**config.mk**
```make
export PLATFORM = sky130hd
export DESIGN_NAME = cacheline_adaptor
export DESIGN_NICKNAME = d
export VERILOG_FILES = /design/src/rtl/cla_pkg.sv /design/src/rtl/cla_beat_buffer.sv /design/src/rtl/cacheline_adaptor.sv
export SDC_FILE = /design/constraint.sdc
export NUM_CORES = 1
export LEC_CHECK = 0
export ABC_CLOCK_PERIOD_IN_PS = 29100
export CORE_AREA = 4 4 278 280
export CTS_BUF_LIST = sky130_fd_sc_hd__clkbuf_16
export CTS_CLUSTER_DIAMETER = 100
export DETAILED_ROUTE_END_ITERATION = 10
export DIE_AREA = 0 0 282 284
export PLACE_DENSITY_LB_ADDON = 0.25
export REMOVE_ABC_BUFFERS = 1
export SYNTH_ARGS = -nofsm -noshare
export SYNTH_HDL_FRONTEND = slang
export SYNTH_SLANG_ARGS = --single-unit
```
**constraint.sdc**
```tcl
create_clock -name clk -period 29.1 [get_ports clk]
set_input_delay 8.73 -clock clk [delete_from_list [all_inputs] [get_ports clk]]
set_output_delay 8.73 -clock clk [all_outputs]
set_load 0.02 [all_outputs]
```
**src/rtl/cla_pkg.sv**
```systemverilog
// Shared widths and state encoding for the cache-line to burst adaptor.
// ADAPTOR_LAST_BEAT_BYPASS_EN is consumed by cacheline_adaptor, not here.
package cla_pkg;

    localparam int LINE_W   = 256;
    localparam int BEAT_W   = 64;
    localparam int BEATS    = 4;
    localparam int ADDR_W   = 32;
    localparam int CNT_W    = 2;
    localparam int OFFSET_W = 5;

    localparam logic [ADDR_W-1:0] LINE_MASK = ~ADDR_W'((1 << OFFSET_W) - 1);

    typedef enum logic [1:0] {
        IDLE = 2'd0,
        RD   = 2'd1,
        WR   = 2'd2,
        DONE = 2'd3
    } cla_state_t;

endpackage

```
**src/rtl/cla_beat_buffer.sv**
```systemverilog
// 256-bit line register with a full-line load, beat-indexed write and beat-indexed read.
// o_line_fwd shows the line with the current beat write already merged in.
module cla_beat_buffer
    import cla_pkg::*;
(
    input  logic              clk,
    input  logic              rst,
    input  logic              i_load,
    input  logic [LINE_W-1:0] i_line,
    input  logic              i_beat_we,
    input  logic [CNT_W-1:0]  i_wr_idx,
    input  logic [BEAT_W-1:0] i_wr_beat,
    input  logic [CNT_W-1:0]  i_rd_idx,
    output logic [BEAT_W-1:0] o_rd_beat,
    output logic [LINE_W-1:0] o_line_fwd
);

    logic [LINE_W-1:0] r_line;
    logic [LINE_W-1:0] w_line_fwd;

    always_comb begin
        w_line_fwd = r_line;
        if (i_beat_we) begin
            w_line_fwd[32'(i_wr_idx)*BEAT_W +: BEAT_W] = i_wr_beat;
        end
    end

    always_ff @(posedge clk or posedge rst) begin
        if (rst) begin
            r_line <= '0;
        end else if (i_load) begin
            r_line <= i_line;
        end else begin
            r_line <= w_line_fwd;
        end
    end

    assign o_rd_beat  = r_line[32'(i_rd_idx)*BEAT_W +: BEAT_W];
    assign o_line_fwd = w_line_fwd;

endmodule

```
**src/rtl/cacheline_adaptor.sv**
```systemverilog
// Splits 256-bit line reads/writes into four 64-bit bursts to physical memory.
// Define ADAPTOR_LAST_BEAT_BYPASS_EN to respond in the cycle of the last beat, skipping DONE.
module cacheline_adaptor
    import cla_pkg::*;
(
    input  logic              clk,
    input  logic              rst,
    input  logic              line_read,
    input  logic              line_write,
    input  logic [ADDR_W-1:0] line_address,
    input  logic [LINE_W-1:0] line_wdata,
    output logic [LINE_W-1:0] line_rdata,
    output logic              line_resp,
    output logic              read_o,
    output logic              write_o,
    output logic [ADDR_W-1:0] address_o,
    output logic [BEAT_W-1:0] burst_o,
    input  logic [BEAT_W-1:0] burst_i,
    input  logic              resp_i
);

    cla_state_t        r_state;
    cla_state_t        w_next_state;
    logic [CNT_W-1:0]  r_cnt;
    logic [ADDR_W-1:0] r_addr;
    logic [LINE_W-1:0] r_rdata;
    logic [LINE_W-1:0] w_line_fwd;
    logic [BEAT_W-1:0] w_rd_beat;
    logic              w_busy;
    logic              w_last;
    logic              w_start_rd;
    logic              w_start_wr;

    assign w_busy     = (r_state == RD) || (r_state == WR);
    assign w_last     = w_busy && resp_i && (r_cnt == CNT_W'(BEATS - 1));
    assign w_start_rd = (r_state == IDLE) && line_read;
    assign w_start_wr = (r_state == IDLE) && !line_read && line_write;

    cla_beat_buffer u_buf (
        .clk        (clk),
        .rst        (rst),
        .i_load     (w_start_wr),
        .i_line     (line_wdata),
        .i_beat_we  ((r_state == RD) && resp_i),
        .i_wr_idx   (r_cnt),
        .i_wr_beat  (burst_i),
        .i_rd_idx   (r_cnt),
        .o_rd_beat  (w_rd_beat),
        .o_line_fwd (w_line_fwd)
    );

    always_ff @(posedge clk or posedge rst) begin
        if (rst) begin
            r_state <= IDLE;
        end else begin
            r_state <= w_next_state;
        end
    end

    always_comb begin
        w_next_state = r_state;
        case (r_state)
            IDLE: begin
                if (line_read) begin
                    w_next_state = RD;
                end else if (line_write) begin
                    w_next_state = WR;
                end
            end
            RD, WR: begin
                if (w_last) begin
`ifdef ADAPTOR_LAST_BEAT_BYPASS_EN
                    w_next_state = IDLE;
`else
                    w_next_state = DONE;
`endif
                end
            end
            DONE:    w_next_state = IDLE;
            default: w_next_state = IDLE;
        endcase
    end

    // The completed read line is captured on the last beat so it stays stable through later writes.
    always_ff @(posedge clk or posedge rst) begin
        if (rst) begin
            r_cnt   <= '0;
            r_addr  <= '0;
            r_rdata <= '0;
        end else begin
            if (w_start_rd || w_start_wr) begin
                r_cnt  <= '0;
                r_addr <= line_address & LINE_MASK;
            end else if (w_busy && resp_i) begin
                r_cnt <= r_cnt + 1'b1;
            end
            if ((r_state == RD) && w_last) begin
                r_rdata <= w_line_fwd;
            end
        end
    end

    always_comb begin
        line_rdata = r_rdata;
        line_resp  = 1'b0;
        read_o     = 1'b0;
        write_o    = 1'b0;
        address_o  = '0;
        burst_o    = '0;
        case (r_state)
            RD: begin
                read_o    = 1'b1;
                address_o = r_addr;
`ifdef ADAPTOR_LAST_BEAT_BYPASS_EN
                if (w_last) begin
                    line_resp  = 1'b1;
                    line_rdata = w_line_fwd;
                end
`endif
            end
            WR: begin
                write_o   = 1'b1;
                address_o = r_addr;
                burst_o   = w_rd_beat;
`ifdef ADAPTOR_LAST_BEAT_BYPASS_EN
                line_resp = w_last;
`endif
            end
            DONE:    line_resp = 1'b1;
            default: ;
        endcase
    end

endmodule

```
---- Yosys cells after proc, flatten, opt, wreduce, memory -nomap -nowiden ----
Cells that the tools add are included.
word-level totals
  register bits ........................... 543
  input bits .............................. 357
  logic and storage cells ................. 44
cells by class
  add/subtract/negate cells ............... 2
  eq/ne operators ......................... 6
  shifts and indexed selects .............. 3
  mux-type cells .......................... 14
  reductions and logical operators ........ 14
operators by type and width
  kind                                                     count
  2-to-1 mux 256 bit                                       2
  bitwise mux 256 bit                                      1
  variable shift 64 x 34 -> 256 bit, first input constant  1
  indexed part select 256 x 9 -> 64 bit                    1
  indexed part select 64 x 34 -> 256 bit                   1
  2-to-1 mux 64 bit                                        1
  negator 8 -> 34 bit                                      1
  2-to-1 mux 32 bit                                        1
  2-to-1 mux 2 bit                                         5
  logical AND 1 bit                                        7
  == test 2 bit, second input constant                     3
  one-hot mux 2 bit (3 select lines)                       1
  2-to-1 mux 1 bit                                         3
  inequality test 3 bit, second input constant             1
  adder 2 x 1 -> 2 bit, second input constant              1
  == test 2 x 1 -> 1 bit, second input constant            1
  zero test 2 bit                                          1
  logical OR 1 bit                                         2
  inequality test 2 x 1 -> 1 bit, second input constant    1
  AND reduction 2 bit                                      1
  nonzero test 2 bit                                       1
  OR reduction 2 bit                                       1
  zero test 1 bit                                          1

---- Depth between registers and ports, before layout ----
Gate-level depths: netlist of the first run.
  word-level depth ........................ 6
  gate-level depth with buffers ........... 10

---- Modules after synthesis ----
Synthesis of the first run repeated with hierarchy kept, for this count alone.
unflattened totals
  cells, all modules ...................... 2013
  area, all modules ....................... 27238.6 um^2
by module, submodules not included
  module             times used  cells each  area an instance (um^2)  seq. area each (um^2)
  cla_beat_buffer    1           1278        14786.7                  6406.1
  cacheline_adaptor  1           735         12451.9                  7181.9

---- Least setup slack after synthesis of the first run ----
OpenSTA, ideal clock, no wires.
  kind .................................... reg2out
  start point ............................. register r_cnt[0]
  end point ............................... output burst_o[0]
  arrival ................................. 1.622 ns
  slack ................................... 18.748 ns
  stages on the path, launching flop included .. 5
  path buffers ............................ 2
  cells stage by stage .................... dfrtp_1 buf_2 buf_2 mux4_2 and2_1
between the ends
  cells in the longest elaborated chain, start to end .. 2
RTL lines
  what                                   line                      RTL
  start, declared                        cacheline_adaptor.sv:24   logic [CNT_W-1:0] r_cnt;
  start signal, assigned                 cacheline_adaptor.sv:95   r_cnt <= r_cnt + 1'b1;
  indexed part select 256 x 9 -> 64 bit  cla_beat_buffer.sv:38     assign o_rd_beat = r_line[32'(i_rd_idx)*BEAT_W +: BEAT_W];
  2-to-1 mux 64 bit                      cacheline_adaptor.sv:110  case (r_state)
  end, declared                          cacheline_adaptor.sv:17   output logic [BEAT_W-1:0] burst_o,
Every way passes these cells.

---- Worst setup path in the final report of the first run ----
  start point ............................. input line_read
  end point ............................... register u_buf.r_line[31]
between the ends
  cells in the longest elaborated chain, start to end .. 4
RTL lines
  what                            line                     RTL
  start, declared                 cacheline_adaptor.sv:8   input logic line_read,
  zero test 1 bit                 cacheline_adaptor.sv:37  assign w_start_wr = (r_state == IDLE) && !line_read && line_write;
  logical AND 1 bit (2 in a row)  cacheline_adaptor.sv:37
  2-to-1 mux 256 bit              cla_beat_buffer.sv:31    end else if (i_load) begin
  end signal, assigned            cla_beat_buffer.sv:32    r_line <= i_line;
  end signal, assigned            cla_beat_buffer.sv:34    r_line <= w_line_fwd;
  end, declared                   cla_beat_buffer.sv:18    logic [LINE_W-1:0] r_line;
Every way passes these cells.
A chain may end at the register's enable or synchronous reset.

==> metrics.txt, run 1 <==
status finished clean; Final Hold Vio Count 0; Top FF cell, synth dfrtp_1; Area growth syn-to-layout 37.5%; CTS Sinks 543; max_slew headroom 0.228; hold buffer count at cts 0; HP Class register to register; H-tree depth 2; startpoint type of the worst setup path input port; DP HPWL 67800 um; Gate Count Post-Synth 2573; Worst IR Drop VDD 0.0000746 V; Synth cell types 35; Nets 3476; initial antenna violation count 16; drt pass-1 iters 6; vias per cell 5.75; Achievable Freq 0.0810 GHz; WS Path Type input port to register; Avg Cell Area, Syn 9.94 sq um; Max FO, Critical Path 99; # fillers 6882; count of state elements after synthesis 543; initial drt markers 2420; fin crit share 0.424; core footprint 74400 sq um; unrepaired setup endpoints after global routing no; gpl congestion 0.869; Clock Tree Buf Depth 3; most frequent cells in the layout clkdlybuf4s50_1, dfrtp_1, nand2_1; xor and xnor area share after synthesis 0.000343; row count 100; fraction of synthesized area in multiplexers 0.0788; number of flops mapped to enable cells by yosys 0; Synth Area in Compound Gates 0.163; via count 23800; main combinational cell family by area after synthesis simple AND/OR/NAND/NOR gates; Slew @ Worst Pin 1.16 ns; most common cell after layout, fill and taps aside clkdlybuf4s50_1; WP data arrival 12.88 ns; post-synthesis sequential area ratio 0.531; CTS root buf clkbuf_16; CTS tree yes; wirelength, routed 107000 um; IO Port Bufs 701; vias in the first global route 25100; drt drc 0; pwr/cell area 103 nW/um^2; final setup TNS 0 ns; Die H 284 um; Max Cap Viol 0; TritonCTS buffer count 61; Clk pin slew, worst setup/hold paths 0.06 ns; synth warn 0; share of cells above drive strength 1 0.0803; Clock Skew 0.0206 ns; Routed Antenna Nets 0; DIE AREA 80100 sq um; initial core utilization 0.343; Worst EP required 29.63 ns; Crit. End Element register; total gr overflow 0; share of flip-flops with an asynchronous set or reset 1.00; pin count of the biggest net entering global routing 206; Tot Pwr 3.64 mW; met2 Usage GRT 0.420; Leakage 14.4 nW; Final Slew Violations 0; Routed WL per cell 25.9 um; synthesized area 25600 sq um; Synth Area in Adders 0.00489; die width 282 um; met3 Resource Use GR 0.0770; met1 Track Usage GR 0.323; Synth Area in Simple Gates 0.175; post-CTS setup buffer count 0; global-route wire length before repair 159000 um; post-CTS sizing 0; busiest metal layer after global routing met2; IO Pins 712; Setup violations, final 0; post-layout minimum cycle time 12.34 ns; worst-skew pair later-pin latency 0.62 ns; gr usage total 0.258
## metal layers
layer	routed length, um	vias to the layer above
li1	-	10300
met4	3870	6
met2	51600	1317
met1	41000	11900
met5	42	-
met3	10700	267
## layout make-up
| type | count | area, sq um | share of cell area |
|---|---|---|---|
| repair buffers | 738 | 7320 | 0.208 |
| flip-flops and latches | 543 | 13600 | 0.387 |
| clock inverters | 53 | 440 | 0.0125 |
| multi-input cells | 1760 | 11000 | 0.311 |
| diodes | 16 | 40.0 | 0.00114 |
| well taps | 969 | 1210 | 0.0345 |
| inverters | 5 | 26.3 | 0.000747 |
| clock buffers | 63 | 1580 | 0.0448 |
## per-stage QoR
stage	setup WS (ns)	utilization	hold slack [ns]	cells	area, sq um
after floorplan	5.19	-	0.471	2308	24400
after global placement	16.31	0.445	0.461	4015	33100
after detailed placement	16.26	0.445	0.469	4015	33100
after CTS	16.85	0.472	0.483	4131	35100
after global routing	16.57	0.472	0.504	4142	35200
final	16.76	0.472	0.479	4147	35200
## path summary, 6_finish.rpt
path | startpoint | depth (start not counted) | slack, ns | end
worst max-delay path | line_read | 8 | 16.76 | u_buf.r_line[31]
worst min-delay path | line_rdata[103] | 2 | 0.48 | line_rdata[103]
worst max register to register | r_cnt[1] | 8 | 24.05 | u_buf.r_line[168]
worst min register to register | line_rdata[103] | 2 | 0.48 | line_rdata[103]
max in group asynchronous | rst | 4 | 18.03 | r_addr[25]
min in group asynchronous | rst | 2 | 8.71 | line_rdata[21]
## flip-flops by register name, summed over array words and instances (netlist names)
name	count
line_rdata	256
r_addr	27
r_cnt	2
r_state	2
u_buf.r_line	256
## where the power goes
part | switching (mW) | total [mW] | internal (mW)
clock | 0.335 | 0.789 | 0.454
combinational | 0.912 | 1.63 | 0.722
sequential | 0.180 | 1.22 | 1.04
total | 1.43 | 3.64 | 2.21
## critical path, cell delays in order
cell             delay [ns]
clkdlybuf4s50_1        0.56
nand3b_1               0.13
buf_4                  0.59
buf_4                  0.77
buf_4                  0.68
buf_4                  0.89
nor2_1                 0.13
a21oi_1                0.16
## cells in the mapped netlist, drive strengths merged (69+ instances only)
cell / count / area share
dfrtp: 543 / 0.53
nand2: 324 / 0.048
o21ai: 258 / 0.050
nor2: 256 / 0.038
a21oi: 193 / 0.039
clkbuf: 178 / 0.026
nand4: 169 / 0.042
a2bb2oi: 168 / 0.058
and2: 92 / 0.023
buf: 91 / 0.019
nand3: 69 / 0.014
## kinds of logic (layout without fill, tap and decap cells)
family / Yosys count / in the layout
compound gates: 684 / 684
fa+ha+maj: 10 / 10
xor+xnor: 1 / 1
mux: 118 / 118
flops: 543 / 543
buf+inv: 274 / 859
other cells: 1 / 21
simple gates: 942 / 942
Power figures use the tool's default switching activity.
==> run 2, diff against run 1 <==
--- a/config.mk
+++ b/config.mk
@@ -5,7 +5,7 @@
 export SDC_FILE = /design/constraint.sdc
 export NUM_CORES = 1
 export LEC_CHECK = 0
-export ABC_CLOCK_PERIOD_IN_PS = 29100
+export ABC_CLOCK_PERIOD_IN_PS = 12500
 export CORE_AREA = 4 4 278 280
 export CTS_BUF_LIST = sky130_fd_sc_hd__clkbuf_16
 export CTS_CLUSTER_DIAMETER = 100
==> constraint.sdc (replaced) <==
create_clock -name clk -period 12.5 [get_ports clk]
set_input_delay 3.75 -clock clk [delete_from_list [all_inputs] [get_ports clk]]
set_output_delay 3.75 -clock clk [all_outputs]
set_load 0.02 [all_outputs]
==> metrics.txt, run 2 (synthesis gave the netlist of run 1 again) <==
fin crit share 0.580; most frequent cells in the layout clkdlybuf4s50_1, dfrtp_1, nand2_1; DP HPWL 66900 um; initial core utilization 0.343; via count 23700; status finished clean; Achievable Freq 0.138 GHz; initial antenna violation count 22; DIE AREA 80100 sq um; drt drc 0; total gr overflow 0; gr usage total 0.255; CTS root buf clkbuf_16; startpoint type of the worst setup path register; Die H 284 um; post-CTS sizing 0; Leakage 14.3 nW; row count 100; TritonCTS buffer count 60; Setup violations, final 0; WS Path Type register to output pin; Post-Layout Cell Count 4136; HP Class register to register; Final Slew Violations 0; vias per cell 5.73; Post-Place Cells 4013; pin count of the biggest net entering global routing 240; gpl congestion 0.863; Tot Pwr 8.31 mW; Worst IR Drop VDD 0.000142 V; Routed WL per cell 25.6 um; hold buffer count at cts 0; Slew @ Worst Pin 1.20 ns; share of cells above drive strength 1 0.0727; Final Hold Vio Count 0; IO Port Bufs 701; Clock Skew 0.0180 ns; Nets 3473; die width 282 um; CTS tree yes; Clock Tree Buf Depth 3; drt pass-1 iters 6; Routed Antenna Nets 0; wirelength, routed 106000 um; max_slew headroom 0.197; H-tree depth 2; IO Pins 712; DP Worst Slack 5.50 ns; Max Cap Viol 0; vias in the first global route 24800; initial drt markers 2257; worst-skew pair later-pin latency 0.61 ns; WP data arrival 3.51 ns; most common cell after layout, fill and taps aside clkdlybuf4s50_1; post-layout minimum cycle time 7.26 ns; global-route wire length before repair 157000 um; post-CTS setup buffer count 0; worst setup margin 5.24 ns; Final Util 0.470; Clk pin slew, worst setup/hold paths 0.06 ns; Crit. End Element output pin; Area growth syn-to-layout 36.8%; CTS Sinks 543; Max FO, Critical Path 36; core footprint 74400 sq um; Worst EP required 8.75 ns; unrepaired setup endpoints after global routing no; pwr/cell area 237 nW/um^2
==> run 2: cell count changes in the layout (fill, tap and decap cells not counted), sizes merged, moves of 2 or more <==
cell / previous run / this run
bufinv: 7 / 3
inv: 16 / 18
buf: 38 / 36
clkbuf: 63 / 61
clkinv: 34 / 27
==> run 2: where the power goes <==
group | internal [mW] | switching [mW] | leakage, nW
Clock | 0.934 | 0.739 | 0.924
Combinational | 1.68 | 2.12 | 6.45
Sequential | 2.41 | 0.417 | 6.90
Total | 5.03 | 3.28 | 14.3
==> run 2: path summary, 6_finish.rpt <==
kind / slack [ns] / cells past startpoint / start / end
setup / recovery: 5.24 / 4 / r_cnt[1] / burst_o[17]
hold / removal: 0.47 / 2 / line_rdata[252] / line_rdata[252]
setup reg to reg: 8.10 / 6 / r_cnt[0] / line_rdata[50]
hold reg to reg: 0.47 / 2 / line_rdata[252] / line_rdata[252]
max in group asynchronous: 6.46 / 4 / rst / line_rdata[72]
min in group asynchronous: 3.60 / 2 / rst / line_rdata[142]
==> run 2: critical path, stage by stage (launching register included) <==
cell             delay (ns)
dfrtp_4                0.94
buf_4                  0.70
mux4_2                 0.43
and2_1                 0.17
clkdlybuf4s50_1        0.63
==> run 2: cell type report <==
type                            instances  area, sq um
Fill cell                            6872        39500
Timing Repair Buffer                  736         7360
Tap cell                              969         1210
Multi-Input combinational cell       1760        11000
Sequential cell                       543        13600
Antenna cell                           17         42.5
Inverter                                5         26.3
Clock buffer                           61         1530
Clock inverter                         45          270
==> run 2: metrics by stage <==
step | hold WS, ns | instance area, sq um | setup TNS [ns]
2_1_floorplan | 0.471 | 24400 | -3921.69
3_3_place_gp | 0.463 | 33100 | 0
3_5_place_dp | 0.469 | 33100 | 0
4_1_cts | 0.483 | 34900 | 0
5_1_grt | 0.493 | 35000 | 0
6_report | 0.474 | 35000 | 0
==> run 2: layer usage <==
| metal | GRT usage | routed length, um | part of all wire | vias up |
|---|---|---|---|---|
| li1 | - | - | - | 10300 |
| met1 | 0.315 | 40500 | 0.38 | 11800 |
| met2 | 0.414 | 50300 | 0.47 | 1341 |
| met3 | 0.0836 | 11200 | 0.11 | 281 |
| met4 | 0.102 | 3940 | 0.037 | 8 |
| met5 | 0 | 57 | 0.00054 | - |
